<file path="src/rtl/alu_sequencer.sv">
// ALU operation sequencer: accepts an opcode, selects the target unit, waits for
// the single-cycle result or the multi-cycle muldiv handshake, registers the result
// and flags, and reports completion with a one-cycle done (and err) pulse.
module alu_sequencer #(
  parameter int unsigned data_wl    = 16,
  parameter int unsigned op_wl      = 8,
  parameter int unsigned md_timeout = 32
) (
  input  logic               clk,
  input  logic               rst_n,
  input  logic               start,
  input  logic [op_wl-1:0]   op_in,
  output logic               ready,
  output logic [3:0]         active_vec,
  output logic [op_wl-1:0]   op_out,
  output logic               muldiv_start,
  input  logic               valid_in_muldiv,
  input  logic [data_wl-1:0] c_in,
  input  logic               z_in,
  input  logic               s_in,
  input  logic               c_flag_in,
  input  logic               ovr_in,
  output logic [data_wl-1:0] c_out,
  output logic               z_out,
  output logic               s_out,
  output logic               c_flag_out,
  output logic               ovr_out,
  output logic               done,
  output logic               err
);

  localparam int unsigned cnt_wl = $clog2(md_timeout + 1);

  typedef enum logic [1:0] {Idle, Exec, WaitMd, Done} state_t;

  state_t              state;
  logic [cnt_wl-1:0]   wait_cnt;
  // Set when the accepted opcode had the reserved bit; the EXEC cycle then selects
  // no unit and forces a zero result with err.
  logic                illegal;

  // Sequencer FSM with all outputs registered.
  always_ff @(posedge clk or negedge rst_n) begin
    if (!rst_n) begin
      state        <= Idle;
      wait_cnt     <= '0;
      illegal      <= 1'b0;
      ready        <= 1'b1;
      active_vec   <= 4'b0000;
      op_out       <= '0;
      muldiv_start <= 1'b0;
      c_out        <= '0;
      z_out        <= 1'b0;
      s_out        <= 1'b0;
      c_flag_out   <= 1'b0;
      ovr_out      <= 1'b0;
      done         <= 1'b0;
      err          <= 1'b0;
    end else begin
      done         <= 1'b0;
      err          <= 1'b0;
      muldiv_start <= 1'b0;
      case (state)
        Idle: begin
          if (start) begin
            op_out <= op_in;
            ready  <= 1'b0;
            if (op_in[5]) begin
              illegal    <= 1'b1;
              active_vec <= 4'b0000;
              state      <= Exec;
            end else if (op_in[7:6] == 2'b11) begin
              illegal      <= 1'b0;
              active_vec   <= 4'b1000;
              muldiv_start <= 1'b1;
              wait_cnt     <= '0;
              state        <= WaitMd;
            end else begin
              illegal    <= 1'b0;
              active_vec <= 4'b0001 << op_in[7:6];
              state      <= Exec;
            end
          end
        end
        Exec: begin
          active_vec <= 4'b0000;
          done       <= 1'b1;
          state      <= Done;
          if (illegal) begin
            err        <= 1'b1;
            c_out      <= '0;
            z_out      <= 1'b0;
            s_out      <= 1'b0;
            c_flag_out <= 1'b0;
            ovr_out    <= 1'b0;
          end else begin
            c_out      <= c_in;
            z_out      <= z_in;
            s_out      <= s_in;
            c_flag_out <= c_flag_in;
            ovr_out    <= ovr_in;
          end
        end
        WaitMd: begin
          // valid is ignored in the launch cycle; a valid on the last allowed
          // cycle still beats the timeout.
          if (valid_in_muldiv && (wait_cnt != '0)) begin
            c_out      <= c_in;
            z_out      <= z_in;
            s_out      <= s_in;
            c_flag_out <= c_flag_in;
            ovr_out    <= ovr_in;
            active_vec <= 4'b0000;
            done       <= 1'b1;
            state      <= Done;
          end else if (wait_cnt == cnt_wl'(md_timeout - 1)) begin
            active_vec <= 4'b0000;
            done       <= 1'b1;
            err        <= 1'b1;
            state      <= Done;
          end else begin
            wait_cnt <= wait_cnt + cnt_wl'(1);
          end
        end
        Done: begin
          wait_cnt <= '0;
          ready    <= 1'b1;
          state    <= Idle;
        end
        default: state <= Idle;
      endcase
    end
  end

endmodule
</file>
<file path="config.mk">
export PLATFORM = sky130hd
export DESIGN_NAME = alu_sequencer
export DESIGN_NICKNAME = d
export VERILOG_FILES = /design/src/rtl/alu_sequencer.sv
export SDC_FILE = /design/constraint.sdc
export NUM_CORES = 1
export LEC_CHECK = 0
export CAP_MARGIN = 0
export CORE_MARGIN = 1
export CORE_UTILIZATION = 25
export CTS_CLUSTER_DIAMETER = 50
export DETAILED_ROUTE_END_ITERATION = 8
export PLACE_DENSITY_LB_ADDON = 0.1
export SYNTH_ARGS = -nofsm -noshare
export SYNTH_HDL_FRONTEND = slang
export SYNTH_SLANG_ARGS = --single-unit
</file>
<file path="constraint.sdc">
create_clock -name clk -period 3.5 [get_ports clk]
set_clock_uncertainty 0.05 [all_clocks]
set_input_delay 0.7 -clock clk [delete_from_list [all_inputs] [get_ports clk]]
set_output_delay 0.7 -clock clk [all_outputs]
set_load 0.005 [all_outputs]
</file>
==> out/metrics.cfg, run 1 <==
[sta]
tightestPinTransition_ns=0.8016
slew_headroom_pct=46.56
post-route-period-util_pct=71.34
fin_setup_tns_ns=0
rsz0062_at_grt=no
max_freq_ghz=0.4005
drv_slew=0
finalSetupViolCount=0
finalCriticalPeriod_ns=2.497
worst_slack_ns=1.003
finalHoldViolCount=0

[place]
gp_congestion=0.7080
numPortBuffers=67
dpl.hpwl_um=3508
dp_slack_ns=0.7656

[global_route]
gr-usage-all-layers_pct=11.98
grt_max_degree=35
busiest_layer=met2
grt_pass1_wl_um=8128
grtUsageMet2_pct=19.93
grt_remaining_overflow=0
groute.layer.met3.usage_pct=3.074
grt_pass1_vias=1615
antenna_found_initial=0
met1_usage_pct=15.19

[finish]
multi_input_area_um2=869.6
drive_gt1_share_pct=10.65
syn_to_final_growth_pct=40.22
antenna_cells=0
fill_cells=831
seq_area_um2=1102
layout.nets=300

[clock_tree]
cts_resized=0
clk_root_buffer_cell=clkbuf_8
cts_tree=done
holdBufCountCts=0
insertion_delay_ns=0.29
clock_path_buffers=2
cts_made_buffers=5
cts_sinks=44
path_clk_slew_ns=0.09
htreeDepth=2
postCtsSetupBuffers=0

[floorplan]
rows=33
start_util_pct=25.86
top_level_ports=68
core_area_um2=8217
die_h_um=94.19
fp.dieW_um=94.19
die-area_um2=8871

[synth]
synth_seq_area_share_pct=51.88
synth_fp_nets=232
synthFlopType=dfrtp_1
ys_ff_latch=44
syn_inst=194
avgSynthCellArea_um2=10.95
synth-edff-count=0
syn_area_um2=2125
synth_cell_types=35
synthArstFlopShare_pct=100.0
yosysWarnings=0

[setup_path]
worst-path-buf-inv=1
r2r-end=wait_cnt[3]
cp_slowest_cell=or3_1
worstReg2RegStart=wait_cnt[0]
path_delay_family=simple AND/OR/NAND/NOR gates
cp_num_cells=6
crit_path_cell_trace=inv_1, ha_1, or4b_1, o211a_1, or3_1, a221o_1
worstPathRequired_ns=3.62
worst-r2r-cell-count=6
setup.worst_path.start_class=register
arrival_ns=2.62
r2r_setup_slack_ns=1.00
cpPeakStageDelay_ns=0.52
worst-path-max-fanout=6
crit_type=register to register
worst_setup_path_end_kind=register

[detailed_routing]
drtAntennaViolNets=0
route.detailed.drc=0
vias_per_cell=4.323
vias=1591
drt_iter0_drc=30
wirelength_um=4971
dr.pass1.iters=4
wl_per_cell_um=13.51

[pwr]
powerDensity_nw_per_um2=797.1
leakage_nw=1.413
power_mw=2.375
irDropWorstVdd_uv=270.0

[run]
cap_violations=0

[hold_path]
hp-class=input pin to asynchronous set/reset pin

[outcome]
status=complete, no violations

==> kinds of logic after synthesis <==
logic type / count (synthesis) / synth area share (%)
and+or+nand+nor: 54 / 12.66
DFF: 44 / 51.88
muxes: 38 / 18.67
buffers and inverters: 35 / 7.362
AOI/OAI and AO/OA: 17 / 5.889
adders and majority gates: 6 / 3.533
==> how the worst max path moves through the flow <==
stage                      startpoint           to  slack (ns)
after floorplan           wait_cnt[0]  wait_cnt[3]        1.20
after global placement       op_in[7]  wait_cnt[3]        0.79
after detailed placement     op_in[7]  wait_cnt[3]        0.77
after CTS                 wait_cnt[0]  wait_cnt[3]         1.0
after global routing         state[0]  wait_cnt[0]        0.87
final                     wait_cnt[0]  wait_cnt[3]        1.00
==> state kept, by name, indices dropped and copies added (netlist names), 2 cells and up <==
signal / cells
active_vec: 4
state: 2
op_out: 8
wait_cnt: 6
c_out: 16
==> area by class of cell <==
cell class | count | share of cell area [%]
well taps | 105 | 4.410
repair buffers | 69 | 22.85
inverters | 27 | 3.402
multi-input cells | 115 | 29.19
flip-flops and latches | 44 | 37.00
clock inverters | 1 | 0.2520
clock buffers | 7 | 2.898
==> metrics by stage <==
| step | utilization [%] | cells | cell area [um2] | hold slack [ns] |
|---|---|---|---|---|
| final | 36.26 | 368 | 2979 | 0.4315 |
| after floorplan | - | 194 | 2125 | 0.3544 |
| after global placement | 35.12 | 360 | 2885 | 0.4355 |
| after global routing | 36.26 | 368 | 2979 | 0.4811 |
| after CTS | 36.26 | 368 | 2979 | 0.4555 |
| after detailed placement | 35.12 | 360 | 2885 | 0.4415 |
==> worst register-to-register path, cell delays in order, from the launching register on <==
cell	delay [ns]
dfrtp_1	0.41
inv_1	0.10
ha_1	0.16
or4b_1	0.46
o211a_1	0.30
or3_1	0.52
a221o_1	0.39
==> Yosys cell counts, types with 2 or more instances <==
cell,n,area share (%)
inv_1,27,4.8
nor4_1,2,0.59
nor2_1,5,0.88
o211ai_1,2,0.71
buf_4,2,0.71
ha_1,6,3.5
a21oi_1,3,0.71
buf_2,2,0.47
dfrtp_1,43,51
nor4b_1,2,0.82
nand2_1,26,4.6
nor2b_1,3,0.88
or3_1,4,1.2
nand3_1,5,1.2
o31ai_1,4,1.4
clkbuf_1,2,0.35
mux2_2,13,6.9
mux2i_1,25,12
buf_6,2,1.1
==> power breakdown <==
part | switching, mW | internal (mW)
clock network | 0.179 | 0.161
logic | 0.532 | 0.668
registers | 0.114 | 0.720
==> placed cells by master (no fill, tap or decap), drive strengths merged, types with 3 or more instances in the layout <==
master / netlist / final
a21oi: 3 / 3
buf: 6 / 3
clkbuf: 2 / 7
clkdlybuf4s50: 0 / 66
dfrtp: 43 / 43
ha: 6 / 6
inv: 27 / 27
mux2: 13 / 13
mux2i: 25 / 25
nand2: 26 / 26
nand3: 5 / 5
nor2: 5 / 5
nor2b: 3 / 3
o31ai: 4 / 4
or3: 4 / 4
==> per-layer routing <==
metal	wire length [um]	part of all wire (%)	up-vias
li1	-	-	786
met1	2281	46	759
met2	2406	48	41
met3	229	4.6	5
met4	53	1.1	0
met5	0	0	-
No activity file was read; power rests on OpenSTA's default activity.
==> run 2, diff against run 1 <==
Clock period 3.5 ns to 2.15 ns, I/O delays scaled along.
==> run 2 against run 1 <==
Against the previous run:
- the run now ends with negative setup slack left
- fmax grew 12%
- register-to-register slack lost 1.1 ns
- sequential cell count is the same
- via count grew 8.8%
- die area is the same
- largest cell class unchanged
==> out/metrics.cfg, run 2 (synthesis gave the netlist of run 1 again) <==
[sta]
tightestPinTransition_ns=0.3798  ; was 0.8016 ns
drv_slew=0  ; unchanged
max_freq_ghz=0.4502  ; was 0.4005 GHz
worst_slack_ns=-0.07121  ; was 1.003 ns
finalCriticalPeriod_ns=2.221  ; was 2.497 ns
finalSetupViolCount=16  ; was 0
finalHoldViolCount=0  ; unchanged
rsz0062_at_grt=yes  ; was no
post-route-period-util_pct=103.3  ; was 71.34%
slew_headroom_pct=74.62  ; was 46.56%

[floorplan]
top_level_ports=68  ; unchanged
start_util_pct=25.86  ; unchanged
fp.dieW_um=94.19  ; unchanged
rows=33  ; unchanged
die_h_um=94.19  ; unchanged
die-area_um2=8871  ; unchanged
core_area_um2=8217  ; unchanged

[pwr]
powerDensity_nw_per_um2=1344  ; was 797.1 nW/um2
irDropWorstVdd_uv=493.0  ; was 270.0 uV
leakage_nw=1.605  ; was 1.413 nW
p_clk_share_pct=14.7  ; was 14.3%
seq_power_share_pct=29.7  ; was 35.1%
power_mw=4.535  ; was 2.375 mW
combPwrFrac_pct=55.7  ; was 50.6%
p_switching_mw=1.495  ; was 825.2 uW
switching_share_pct=32.97  ; was 34.75%
intPower_mw=3.040  ; was 1.549 mW

[clock_tree]
clock_path_buffers=2  ; unchanged
insertion_delay_ns=0.30  ; was 0.29 ns
cts_made_buffers=5  ; unchanged
path_clk_slew_ns=0.10  ; was 0.09 ns
cts_tree=done  ; unchanged
htreeDepth=2  ; unchanged
cts_sinks=44  ; unchanged
clk_root_buffer_cell=clkbuf_8  ; unchanged

[finish]
antenna_cells=0  ; unchanged
max_flop_register=c_out  ; unchanged
drive_gt1_share_pct=23.13  ; was 10.65%
top_regs=c_out: 16 flops, op_out: 8 flops, wait_cnt: 6 flops  ; unchanged
final_cell_mix=clkdlybuf4s50_1 (66), dfrtp_1 (43), nand2_1 (26)  ; was clkdlybuf4s50_1 (66), dfrtp_1 (43), inv_1 (27)
syn_to_final_growth_pct=58.83  ; was 40.22%
layout_commonest_cell=clkdlybuf4s50_1  ; unchanged
layout.nets=331  ; was 300
largest_reg_flops=16  ; unchanged
fin_util_pct=41.07  ; was 36.26%

[detailed_routing]
vias=1731  ; was 1591
dr.pass1.iters=4  ; unchanged
drtAntennaViolNets=0  ; unchanged
drt_iter0_drc=56  ; was 30
route.detailed.drc=0  ; unchanged
wirelength_um=5310  ; was 4971 um
wl_per_cell_um=13.31  ; was 13.51 um
vias_per_cell=4.338  ; was 4.323

[global_route]
grt_max_degree=45  ; was 35
grt_pass1_vias=1719  ; was 1615
antenna_found_initial=0  ; unchanged
gr-usage-all-layers_pct=12.60  ; was 11.98%
grt_remaining_overflow=0  ; unchanged
grt_pass1_wl_um=8507  ; was 8128 um

[hold_path]
hp-class=input pin to asynchronous set/reset pin  ; unchanged

[place]
dpl.hpwl_um=3641  ; was 3508 um
gp_congestion=0.7334  ; was 0.7080
numPortBuffers=67  ; unchanged

[outcome]
violations=negative setup slack
status=finished, violations left  ; was complete, no violations

[setup_path]
worst-path-max-fanout=4  ; was 6
arrival_ns=2.35  ; was 2.62 ns
crit_type=register to register  ; unchanged
worst_setup_path_end_kind=register  ; unchanged
worstPathRequired_ns=2.28  ; was 3.62 ns
setup.worst_path.start_class=register  ; unchanged

[run]
cap_violations=0  ; unchanged

[run 2: worst paths after layout]
kind,startpoint,end,slack [ns],cells past startpoint
setup / recovery,wait_cnt[0],wait_cnt[3],-0.07,6
hold / removal,rst_n,c_out[4],0.04,2
setup reg to reg,wait_cnt[0],wait_cnt[3],-0.07,6
hold reg to reg,ready,ready,0.46,2
max in group asynchronous,rst_n,ready,1.73,2
min in group clk,ready,ready,0.46,2
[run 2: power by group through the flow]
stage	combinational [mW]	clock [mW]	sequential, mW
after global placement	2.17	0	1.36
after global routing	2.76	0.726	1.40
after CTS	2.52	0.701	1.35
after floorplan	1.10	0	1.38
final	2.52	0.664	1.35
after detailed placement	2.18	0	1.37
[run 2: stage by stage]
step	std cells	hold WS (ns)	setup TNS [ns]	instance area [um2]	worst slack, ns
floorplan	194	0.08441	-0.06433	2125	-0.06433
global placement	380	0.3860	-0.06699	3060	-0.03725
detailed placement	380	0.3891	-0.9857	3060	-0.06123
CTS	396	0.04888	-0.07194	3312	-0.01139
global route	399	0.06196	-2.063	3374	-0.1251
finish	399	0.04339	-0.4280	3374	-0.07121
[run 2: final cells by class]
| class | count | area (um2) |
|---|---|---|
| clock buffer | 5 | 68.82 |
| clock inverter | 3 | 46.29 |
| tap | 105 | 131.4 |
| timing repair buffer | 100 | 1003 |
| inverter | 27 | 101.3 |
| multi-input combinational | 115 | 920.9 |
| sequential | 44 | 1102 |
| fill | 804 | 4842 |
[run 2: worst max-delay path, cell delays in order, from the launching register on]
cell	delay, ns
dfrtp_1	0.40
inv_2	0.08
ha_4	0.12
or4b_4	0.46
o211a_1	0.26
or3_4	0.42
a221o_1	0.32
[run 2: timing repair]
action,CTS,global route
gates resized for setup,7,9
hold buffers,0,0
pin swaps,1,4
endpoints found under the setup margin,25,30
gates cloned,2,1
setup buffers,6,3
[run 2: per-layer routing]
layer	part of all wire, %	up-vias	global-route usage (%)
li1	-	851	-
met1	45	840	15.62
met2	50	35	20.95
met3	4.4	5	3.641
met4	0.96	0	3.846
met5	0	-	0
==> run 3, diff against run 2 <==
Settings changed: CTS_CLUSTER_DIAMETER 50 to 150.
==> results of run 3 <==
Final layout, timing and power as in run 2 (identical DEF).
